===== config.mk =====
export PLATFORM = sky130hd
export DESIGN_NAME = hdd_sector_host
export DESIGN_NICKNAME = d
export VERILOG_FILES = /design/src/rtl/hdd_sector_host.sv
export SDC_FILE = /design/constraint.sdc
export NUM_CORES = 1
export LEC_CHECK = 0
export ABC_AREA = 1
export BUFFER_PORTS_ARGS = -buffer_cell sky130_fd_sc_hd__buf_2
export CAP_MARGIN = 10
export CORE_UTILIZATION = 31
export CTS_BUF_LIST = sky130_fd_sc_hd__clkbuf_4
export CTS_CLUSTER_DIAMETER = 40
export DETAILED_ROUTE_END_ITERATION = 12
export PLACE_DENSITY = 0.56
export SYNTH_ARGS = -nofsm -noshare
export SYNTH_HDL_FRONTEND = slang
export SYNTH_SLANG_ARGS = --single-unit

===== constraint.sdc =====
create_clock -name clk_sys -period 3 [get_ports clk_sys]
set_clock_uncertainty 0.1 [all_clocks]
set_input_delay 0.9 -clock clk_sys [delete_from_list [all_inputs] [get_ports clk_sys]]
set_output_delay 0.9 -clock clk_sys [all_outputs]
set_load 0.005 [all_outputs]

===== src/rtl/hdd_sector_host.sv =====
// Host-side sector transfer engine for the ProDOS hard-disk slot.
// Watches the hdd block's read/write request levels, asks the storage image
// for the block, and moves 512 bytes between the image byte streams and the
// hdd sector buffer. Also mirrors mount / write-protect status back to hdd.
module hdd_sector_host #(
    parameter logic [31:0] BASE_LBA = 32'd0,
    parameter int unsigned TIMEOUT  = 1048576
) (
    input  logic        clk_sys,
    input  logic        reset,
    input  logic [15:0] hdd_sector,
    input  logic        hdd_read,
    input  logic        hdd_write,
    output logic        hdd_mounted,
    output logic        hdd_protect,
    output logic [8:0]  ram_addr,
    output logic [7:0]  ram_di,
    input  logic [7:0]  ram_do,
    output logic        ram_we,
    input  logic        img_mounted,
    input  logic        img_readonly,
    output logic [31:0] blk_lba,
    output logic        blk_rd,
    output logic        blk_wr,
    input  logic        blk_ack,
    input  logic [7:0]  rd_data,
    input  logic        rd_valid,
    output logic [7:0]  wr_data,
    output logic        wr_valid,
    input  logic        wr_ready,
    output logic        busy,
    output logic        done,
    output logic        err
);

    typedef enum logic [2:0] {
        S_IDLE,
        S_RREQ,
        S_RSTREAM,
        S_WREQ,
        S_WFETCH,
        S_WSEND,
        S_DONE
    } state_t;

    localparam logic [31:0] TMO_LAST = 32'(TIMEOUT - 1);

    state_t      state_q, state_d;
    logic        rd_q, rd_qq, wr_q, wr_qq;
    logic [9:0]  cnt_q, cnt_d;
    logic [31:0] lba_q, lba_d;
    logic        err_q, err_d;
    logic [31:0] tmo_q, tmo_d;
    logic [8:0]  ram_addr_q, ram_addr_d;
    logic [7:0]  ram_di_q, ram_di_d;
    logic        ram_we_q, ram_we_d;
    logic [7:0]  wr_data_q, wr_data_d;
    logic        mounted_q, protect_q;

    logic rd_rise, wr_rise, activity, waiting;

    // Edges are taken between two register stages so a request costs one
    // cycle to detect and one more to reach the state register.
    assign rd_rise = rd_q & ~rd_qq;
    assign wr_rise = wr_q & ~wr_qq;
    assign waiting = (state_q == S_RREQ) || (state_q == S_WREQ) ||
                     (state_q == S_RSTREAM) || (state_q == S_WSEND);

    // Next-state, datapath and watchdog decisions for one cycle.
    always_comb begin
        // NOTE: every signal gets its default first so no path can leave one unassigned and infer a latch.
        state_d    = state_q;
        cnt_d      = cnt_q;
        lba_d      = lba_q;
        err_d      = err_q;
        tmo_d      = '0;
        ram_addr_d = ram_addr_q;
        ram_di_d   = ram_di_q;
        ram_we_d   = 1'b0;
        wr_data_d  = wr_data_q;
        activity   = 1'b0;

        case (state_q)
            S_IDLE: begin
                if (rd_rise || wr_rise) begin
                    lba_d      = BASE_LBA + {16'b0, hdd_sector};
                    cnt_d      = '0;
                    ram_addr_d = '0;   // first write-direction fetch address
                    err_d      = 1'b0;
                    if (!img_mounted || (!rd_rise && img_readonly)) begin
                        err_d   = 1'b1;
                        state_d = S_DONE;
                    end else if (rd_rise) begin
                        state_d = S_RREQ;   // read wins a simultaneous edge
                    end else begin
                        state_d = S_WREQ;
                    end
                end
            end
            S_RREQ: begin
                if (blk_ack) state_d = S_RSTREAM;
            end
            S_RSTREAM: begin
                if (rd_valid) begin
                    activity   = 1'b1;
                    ram_addr_d = cnt_q[8:0];
                    ram_di_d   = rd_data;
                    ram_we_d   = 1'b1;
                    cnt_d      = cnt_q + 10'd1;
                    if (cnt_q == 10'd511) state_d = S_DONE;
                end
            end
            S_WREQ: begin
                if (blk_ack) state_d = S_WFETCH;
            end
            S_WFETCH: begin
                // The buffer sampled ram_addr at the edge that entered this
                // state, so ram_do already holds byte cnt. Point the address
                // at the next byte so it is read on the handshake edge.
                wr_data_d  = ram_do;
                ram_addr_d = cnt_q[8:0] + 9'd1;
                state_d    = S_WSEND;
            end
            S_WSEND: begin
                if (wr_ready) begin
                    activity = 1'b1;
                    cnt_d    = cnt_q + 10'd1;
                    state_d  = (cnt_q == 10'd511) ? S_DONE : S_WFETCH;
                end
            end
            S_DONE: begin
                state_d = S_IDLE;
            end
            default: begin
                state_d = S_IDLE;
            end
        endcase

        // Watchdog: counts only while stalled in a waiting state.
        if (waiting && !activity && (state_d == state_q)) begin
            if (tmo_q == TMO_LAST) begin
                state_d = S_DONE;
                err_d   = 1'b1;
            end else begin
                tmo_d = tmo_q + 32'd1;
            end
        end
    end

    // State, datapath and status registers with synchronous reset.
    always_ff @(posedge clk_sys) begin
        if (reset) begin
            state_q    <= S_IDLE;
            rd_q       <= 1'b0;
            rd_qq      <= 1'b0;
            wr_q       <= 1'b0;
            wr_qq      <= 1'b0;
            cnt_q      <= '0;
            lba_q      <= '0;
            err_q      <= 1'b0;
            tmo_q      <= '0;
            ram_addr_q <= '0;
            ram_di_q   <= '0;
            ram_we_q   <= 1'b0;
            wr_data_q  <= '0;
            mounted_q  <= 1'b0;
            protect_q  <= 1'b0;
        end else begin
            // NOTE: non-blocking assignments so every register samples the pre-edge values.
            state_q    <= state_d;
            rd_q       <= hdd_read;
            rd_qq      <= rd_q;
            wr_q       <= hdd_write;
            wr_qq      <= wr_q;
            cnt_q      <= cnt_d;
            lba_q      <= lba_d;
            err_q      <= err_d;
            tmo_q      <= tmo_d;
            ram_addr_q <= ram_addr_d;
            ram_di_q   <= ram_di_d;
            ram_we_q   <= ram_we_d;
            wr_data_q  <= wr_data_d;
            mounted_q  <= img_mounted;
            protect_q  <= img_readonly;
        end
    end

    assign hdd_mounted = mounted_q;
    assign hdd_protect = protect_q;
    assign ram_addr    = ram_addr_q;
    assign ram_di      = ram_di_q;
    assign ram_we      = ram_we_q;
    assign blk_lba     = lba_q;
    assign blk_rd      = (state_q == S_RREQ);
    assign blk_wr      = (state_q == S_WREQ);
    assign wr_data     = wr_data_q;
    assign wr_valid    = (state_q == S_WSEND);
    assign busy        = (state_q != S_IDLE);
    assign done        = (state_q == S_DONE);
    assign err         = err_q;

endmodule


==> impl_metrics.ini <==
[pwr]
power_uw = 2950
p_leak_uw = 0.00211
ir_worst_vdd_uv = 324
powerDensity_nw_per_um2 = 568

[global_routing]
grt_antenna_before_repair = 0
grt-ovfl-total = 0
grt_usage = 0.153
grt_pass1_vias = 3701
grt_max_degree = 45
grt_pass1_wl_um = 17700

[min_path]
hp-start = wr_q
min_path_type = reg2reg
holdPathStages = 2
min_to = wr_qq

[clock_network]
cts_resized = 0
cts_made_buffers = 9
cts_buffer_depth = 2
htreeDepth = 3
clkSinkCount = 94
cts.clk_slew.worst_paths_ps = 150
ctsRootBufferMaster = clkbuf_4
clock_latency_ps = 490
post_cts_buffers = 0
holdBufCountCts = 0
cts_tree = yes

[critical_path]
ff2ff_setup_slack_ps = 720
cp.arrival_ps = 1660
crit_required_ps = 2000
crit_path_end_kind = primary output
reg2reg_depth = 9
crit_path_max_fanout = 9
timing.rr.start = state_q[2]
worstSetupStartpointType = register
r2r_end = tmo_q[18]
path_class = reg2out

[floorplan]
die_h_um = 123
num_rows = 43
die_w_um = 123
core-area_um2 = 14000
ios = 107
die_area_um2 = 15000
start_util = 0.321

[sta]
finalHoldViolCount = 0
finalMaxSlewViolations = 0
post-route-period-util = 0.886
tightestPinTransition_ps = 543
setup_ws_ps = 343
setup_viol = 0
final.setup.tns_ps = 0
slew-limit-headroom = 0.637
fmax_mhz = 376
fin_crit_ps = 2660
rsz0062_at_grt = no

[run_status]
status = completed

[synth]
synthCells = 617
synthArstFlopShare = 0
synth_edf_count = 0
seq_area_frac_synth = 0.417
synth_area_um2 = 4510
ys_warn_count = 0
synth_top_flop_cell = dfxtp_1
syn_area_per_cell_um2 = 7.31
yosysUniqueCellTypes = 39
ys_ff_latch = 94

[detailed_routing]
ant_nets = 0
post_drt_via_cell_ratio = 4.57
route.detailed.drc = 0
first_pass_iters = 4
wirelength_um = 10800
wire_per_inst_um = 12.2
vias = 4054
first_iter_violations = 176

[placement]
gp_congestion = 0.855
dpl_cell_area_um2 = 5030
dp_hpwl_um = 7920
preCtsSetupSlack_ps = 587
io_buffers = 90

[layout]
area_growth_syn_to_layout_pct = 15.2
layout-drive-gt1-share = 0.227
fillers = 1526
final_area_um2 = 5190
diodes = 0
seq_area_um2 = 1880
final_net_count = 746
multi_input_area_um2 = 2210

[job]
drv_cap = 0
==> cell families after synthesis <==
logic type      synth area share
other cells             0.000832
flops                      0.417
xor+xnor                  0.0408
buf+inv                    0.105
fa+ha+maj                0.00555
simple gates               0.308
compound gates             0.123
==> final cells by class <==
cell class / instances / area share
Clock buffer: 10 / 0.0145
Clock inverter: 6 / 0.0164
Inverter: 60 / 0.0441
Multi-Input combinational cell: 443 / 0.426
Sequential cell: 94 / 0.362
Tap cell: 180 / 0.0434
Timing Repair Buffer: 95 / 0.0939
==> state kept, by name, indices dropped and copies added (netlist names), 3 cells and up <==
signal    cells
state_q       3
ram_addr      9
ram_di        8
tmo_q        32
wr_data       8
blk_lba      16
cnt_q        10
==> cells in the mapped netlist, types with 2 or more instances <==
library cell | n | area [um^2]
nand2_4 | 2 | 22.5
xnor2_1 | 7 | 61.3
o21ai_0 | 50 | 250
buf_2 | 2 | 10.0
inv_1 | 51 | 191
inv_2 | 6 | 22.5
nor2_4 | 5 | 56.3
xor2_1 | 14 | 123
nand2_1 | 86 | 323
nand2_2 | 6 | 37.5
a21oi_1 | 25 | 125
dfxtp_1 | 94 | 1880
nand3b_1 | 4 | 30.0
buf_4 | 19 | 143
nor3_1 | 17 | 85.1
nor2_1 | 127 | 477
clkbuf_1 | 8 | 30.0
nor2_2 | 14 | 87.6
a21oi_2 | 12 | 105
nand4_1 | 8 | 50.1
a21o_1 | 2 | 15.0
ha_1 | 2 | 25.0
nand3_1 | 36 | 180
buf_6 | 5 | 56.3
==> power breakdown <==
group | internal (uW) | total [uW] | switching (uW)
clock | 346 | 803 | 457
sequential | 1380 | 1460 | 80.3
combinational | 256 | 687 | 431
==> layout by cell type, fill, tap and decap left out, types with 2 or more instances in the layout <==
| cell | netlist | layout |
|---|---|---|
| nand3_1 | 36 | 36 |
| xnor2_1 | 7 | 7 |
| buf_4 | 19 | 5 |
| nor2_1 | 127 | 127 |
| nand4_1 | 8 | 8 |
| nand2_4 | 2 | 2 |
| buf_2 | 2 | 90 |
| inv_2 | 6 | 6 |
| dfxtp_1 | 94 | 94 |
| inv_1 | 51 | 51 |
| clkinv_1 | 1 | 2 |
| nand2_2 | 6 | 6 |
| nor2_4 | 5 | 5 |
| clkbuf_4 | 0 | 10 |
| o21ai_0 | 50 | 50 |
| a21o_1 | 2 | 2 |
| conb_1 | 1 | 16 |
| ha_1 | 2 | 2 |
| nor3_1 | 17 | 17 |
| clkinv_2 | 1 | 2 |
| a21oi_2 | 12 | 12 |
| nand3b_1 | 4 | 4 |
| a21oi_1 | 25 | 25 |
| nor2_2 | 14 | 14 |
| nand2_1 | 86 | 86 |
| bufinv_16 | 0 | 2 |
| xor2_1 | 14 | 14 |
==> worst max-delay path, stage by stage, from the launching register on <==
cell	delay, ps
dfxtp_1	580
clkinv_2	170
nand2_2	130
nor2_4	50
inv_2	100
buf_2	130
==> worst max-delay path by stage <==
stage / from / end / slack [ps]
floorplan: reset / tmo_q[20] / 1090
global placement: img_mounted / tmo_q[18] / 610
detailed placement: img_mounted / tmo_q[18] / 590
CTS: state_q[0] / busy / 330
global route: state_q[0] / busy / 190
finish: state_q[0] / busy / 340
==> metrics by stage <==
stage | util | hold slack [ps] | cells
finish | 0.370 | 334 | 888
global placement | 0.359 | 318 | 872
floorplan | - | 303 | 632
CTS | 0.370 | 339 | 888
detailed placement | 0.359 | 317 | 872
global route | 0.370 | 367 | 888
==> routing by layer <==
metal  vias to the layer above  share of wire  global-route usage
met5                         -              0                   0
met4                         0          0.023              0.0732
met1                      1834           0.48               0.201
met2                        93           0.44               0.226
met3                        17          0.057              0.0488
li1                       2110              -                   -
Note: power is estimated with default switching activity, not from simulation.
